$ cat config.mk
export PLATFORM = sky130hd
export DESIGN_NAME = aes_key_loader
export DESIGN_NICKNAME = d
export VERILOG_FILES = /design/src/rtl/aes_key_loader.sv
export SDC_FILE = /design/constraint.sdc
export NUM_CORES = 1
export LEC_CHECK = 0
export ABC_AREA = 1
export ABC_CLOCK_PERIOD_IN_PS = 2850
export BUFFER_PORTS_ARGS = -buffer_cell sky130_fd_sc_hd__buf_2
export CORE_ASPECT_RATIO = 1.1
export CORE_MARGIN = 2
export CORE_UTILIZATION = 39
export DETAILED_ROUTE_END_ITERATION = 10
export MAX_ROUTING_LAYER = met4
export SLEW_MARGIN = 10
export SYNTH_ARGS = -nofsm -noshare
export SYNTH_HDL_FRONTEND = slang
export SYNTH_SLANG_ARGS = --single-unit
$ cat constraint.sdc
create_clock -name clk -period 2.85 [get_ports clk]
set_clock_uncertainty 0.2 [all_clocks]
set_input_delay 0.285 -clock clk [delete_from_list [all_inputs] [get_ports clk]]
set_output_delay 0.285 -clock clk [all_outputs]
set_load 0.01 [all_outputs]
$ cat src/rtl/aes_key_loader.sv
`default_nettype none
// ==========================================================================
// aes_key_loader : assembles a 128-bit key from four 32-bit words and gates encryption
// Revision 1.0
// ==========================================================================
module aes_key_loader #(
  parameter int KEY_WIDTH  = 128,
  parameter int WORD_WIDTH = 32
) (
  input  logic                  clk,
  input  logic                  resetn,
  input  logic [WORD_WIDTH-1:0] key_word,
  input  logic                  key_word_valid,
  input  logic                  key_word_last,
  output logic                  key_word_ready,
  input  logic                  encrypt_req,
  input  logic                  encrypt_done,
  input  logic                  key_clear,
  input  logic                  key_rdy,
  output logic [3:0][3:0][7:0]  cipher_key,
  output logic                  encrypt_en,
  output logic                  key_loaded,
  output logic                  load_err
);

  if (KEY_WIDTH != 128 || WORD_WIDTH != 32) begin : g_param_check
    $error("aes_key_loader: only KEY_WIDTH=128 and WORD_WIDTH=32 are supported");
  end

  typedef enum logic [1:0] {
    S_IDLE  = 2'd0,
    S_LOAD  = 2'd1,
    S_READY = 2'd2,
    S_RUN   = 2'd3
  } state_e;

  state_e               state_q, state_d;
  logic [1:0]           word_cnt_q, word_cnt_d;
  logic [3:0][3:0][7:0] key_q, key_d;
  logic                 encrypt_en_q, encrypt_en_d;
  logic                 key_loaded_q, key_loaded_d;
  logic                 load_err_q, load_err_d;
  logic                 w_xfer;
  logic                 w_unused_key_rdy;

  // Expander status is observed only; it never gates the loader.
  assign w_unused_key_rdy = key_rdy;

  assign key_word_ready = (state_q == S_IDLE) || (state_q == S_LOAD);
  assign w_xfer         = key_word_valid && key_word_ready;

  always_comb begin
    state_d    = state_q;
    word_cnt_d = word_cnt_q;
    key_d      = key_q;
    load_err_d = 1'b0;

    if (key_clear) begin
      state_d    = S_IDLE;
      word_cnt_d = 2'd0;
      key_d      = '0;
    end else begin
      case (state_q)
        S_IDLE: begin
          if (w_xfer) begin
            if (key_word_last) begin
              load_err_d = 1'b1;
            end else begin
              for (int r = 0; r < 4; r++) key_d[r][0] = key_word[8*(3-r) +: 8];
              word_cnt_d = 2'd1;
              state_d    = S_LOAD;
            end
          end
        end
        S_LOAD: begin
          if (w_xfer) begin
            // The last flag must coincide exactly with the fourth word.
            if (key_word_last != (word_cnt_q == 2'd3)) begin
              load_err_d = 1'b1;
              key_d      = '0;
              word_cnt_d = 2'd0;
              state_d    = S_IDLE;
            end else begin
              for (int r = 0; r < 4; r++) key_d[r][word_cnt_q] = key_word[8*(3-r) +: 8];
              if (word_cnt_q == 2'd3) begin
                state_d = S_READY;
              end else begin
                word_cnt_d = word_cnt_q + 2'd1;
              end
            end
          end
        end
        S_READY: begin
          if (encrypt_req) state_d = S_RUN;
        end
        S_RUN: begin
          if (encrypt_done) state_d = S_READY;
        end
        default: begin
          state_d    = S_IDLE;
          word_cnt_d = 2'd0;
          key_d      = '0;
        end
      endcase
    end

    encrypt_en_d = (state_d == S_RUN);
    key_loaded_d = (state_d == S_READY) || (state_d == S_RUN);
  end

  always_ff @(posedge clk) begin
    if (resetn) begin
      state_q      <= S_IDLE;
      word_cnt_q   <= 2'd0;
      key_q        <= '0;
      encrypt_en_q <= 1'b0;
      key_loaded_q <= 1'b0;
      load_err_q   <= 1'b0;
    end else begin
      state_q      <= state_d;
      word_cnt_q   <= word_cnt_d;
      key_q        <= key_d;
      encrypt_en_q <= encrypt_en_d;
      key_loaded_q <= key_loaded_d;
      load_err_q   <= load_err_d;
    end
  end

  assign cipher_key = key_q;
  assign encrypt_en = encrypt_en_q;
  assign key_loaded = key_loaded_q;
  assign load_err   = load_err_q;

endmodule
`default_nettype wire

==> summary.md <==
| Metric | Value |
|---|---|
| Slowest library cell on the worst path | dlygate4sd3_1 |
| Worst Path Arrival | 2.51 ns |
| Buf+Inv Stages, Crit Path | 3 |
| DP HPWL | 10.9 mm |
| CTS-repair resized insts | 0 |
| Vias | 5,274 |
| Cell Pwr Density | 595 nW/um2 |
| PortBufs | 170 |
| Syn_nets | 794 |
| Final design utilization | 54.6% |
| Largest delay share family, worst path | buffers and inverters |
| Peak VDD IR | 0.307 mV |
| Drt first pass iters | 5 |
| Worst-Skew Late Latency | 0.41 ns |
| Final Non-Filler Cells | 1,137 |
| Total Nets Final | 985 |
| Core footprint | 13,300 um2 |
| Final setup TNS | 0 ns |
| Critical Path Fanout Max | 6 |
| Commonest non-fill, non-tap cell in the layout | nand2_1 |
| Die Area | 14,700 um2 |
| Placed insts | 1,070 |
| Worst slew pin tran | 0.559 ns |
| Leak pwr | 3.26 nW |
| Layout area overhead | 35.4% |
| Yosys top cell by area | dfxtp_1 |
| Via-to-Cell Ratio | 4.64 |
| Most frequent cells in the layout | nand2_1, buf_2, dfxtp_1 |
| Post-synth top area share | 50.3% |
| Row cnt | 44 |
| Wirelength, routed | 16.4 mm |
| # setup viols final | 0 |
| Post-Syn Area | 5370 um2 |
| Die X | 116 um |
| DRT iter0 DRCs | 336 |
| Root buffer cell | clkbuf_16 |
| Largest net degree at the start of global routing | 46 |
| CP Capture Type | register |
| Syn Area/Cell | 7.17 um2 |
| Fillers | 1,387 |
| HP Class | in2reg |
| Max cap viols | 0 |
| CTS tree | built |
| Routed Antenna Nets | 0 |
| Top cells by area, synth | dfxtp_1, nand2_1, a21oi_1 |
| Total grt overflow | 0 |
| First-pass GRT wire length | 25.8 mm |
| Sequential Area | 2700 um2 |
| Crit path time final | 2.36 ns |
| Layout cells sized above 1 | 24.0% |
| Outcome | completed |
| Total clock sinks | 135 |
| Syn. warnings | 0 |
| GRT Util Overall | 23.3% |
| RSZ-0062 raised after global routing | false |
| H-tree levels | 4 |
| Initial antenna violation count | 0 |
| Unique masters post-synth | 21 |
| TritonCTS Buffers | 17 |
| Fin. max-slew vios | 0 |
| Number of global-route vias before repair | 4,833 |
| Multi-input gate area | 2290 um2 |
| CP Class | reg2reg |
| Reg clk slew, reported paths | 0.06 ns |
| Required @ worst endpoint | 3.01 ns |
| Rel. slew slack | 62.6% |
| Synth Instances | 749 |
| Final Cycle Share | 82.7% |
| Final number of hold-violating endpoints | 0 |
| Post-synthesis sequential area ratio | 50.3% |
| Clock Tree Buf Depth | 2 |
| Die Span Y | 127 um |
| Initial Utilization | 40.3% |
| CP peak stage delay | 0.54 ns |
| Number of synthesized register bits | 135 |
| Crit path launch type | register |
| Antenna cells | 0 |
| Crit-path cells | ha_1 > inv_1 > ha_1 > inv_1 > nand2_1 > a21oi_1 > nand2_1 > nor2_1 > dlygate4sd3_1 |
| Fmax | 424 MHz |
| DRC viols | 0 |
| Boundary Pins | 172 |
| Wire per inst | 14.4 um |
| R2R Setup Slk | 0.49 ns |
| RePlAce Congestion | 0.842 |
-- sequential cells by signal, indices dropped and copies added, names as in the netlist --
register	count
cipher_key	128
encrypt_en	1
key_loaded	1
load_err	1
state_q	2
word_cnt_q	2
-- worst paths after layout --
| check | end | startpoint | depth (start not counted) |
|---|---|---|---|
| setup / recovery | state_q[0]$_SDFF_PP0_ | word_cnt_q[0]$_SDFFE_PP0P_ | 9 |
| hold / removal | load_err$_SDFF_PP0_ | key_word_last | 3 |
| setup reg to reg | state_q[0]$_SDFF_PP0_ | word_cnt_q[0]$_SDFFE_PP0P_ | 9 |
| hold reg to reg | cipher_key[107]$_SDFFE_PP0P_ | cipher_key[107]$_SDFFE_PP0P_ | 2 |
-- synthesized netlist by cell type (all sizes together) --
master / number
buf: 32
ha: 5
nor4: 1
nor2: 114
o211ai: 1
nand2: 261
dfxtp: 135
nand3: 24
o21ai: 36
clkbuf: 15
inv: 38
a21oi: 87
-- power breakdown --
group	internal [mW]	switching, mW
clock network	1.25	0.838
registers	1.91	0.0117
logic	0.124	0.196
-- through the flow --
stage | total power, mW | hold WS (ns) | worst slack [ns] | cell area, um2
final | 4.33 | 0.0239 | 0.493 | 7270
after global routing | 4.49 | 0.0187 | 0.265 | 7270
after CTS | 4.36 | 0.0106 | 0.516 | 7270
after detailed placement | 2.24 | 0.249 | 0.562 | 6360
after global placement | 2.24 | 0.246 | 0.569 | 6360
after floorplan | 2.13 | 0.157 | 0.929 | 5370
-- tightest hold or removal path: stages --
cell	delay, ns
buf_2	0.14
nor2_1	0.10
nor4_1	0.06
-- cell type report --
type,instances,area share (%)
clock buffer,21,6.33
clock inverter,11,1.38
inverter,38,1.96
multi-input combinational,529,31.5
sequential,135,37.2
tap,184,3.17
timing repair buffer,219,18.5
-- logic make-up after synthesis --
| group | Yosys count | share of synthesized area, % |
|---|---|---|
| flip-flops | 135 | 50.3 |
| AO/OA/AOI/OAI | 124 | 11.8 |
| adder cells (fa/ha/maj) | 5 | 1.17 |
| AND/OR/NAND/NOR | 400 | 29.5 |
| buffers and inverters | 85 | 7.18 |
-- what timing repair did --
action	in CTS	in global routing
buffers inserted	0	0
hold endpoints to repair	64	0
hold buffers	35	0
-- routing by layer --
layer  share of wire (%)  track usage [%]
met1                  47             31.6
met2                  44             33.5
met3                 7.0             6.21
met4                 2.2             8.19
met5                   0                -
Power figures use the tool's default switching activity.
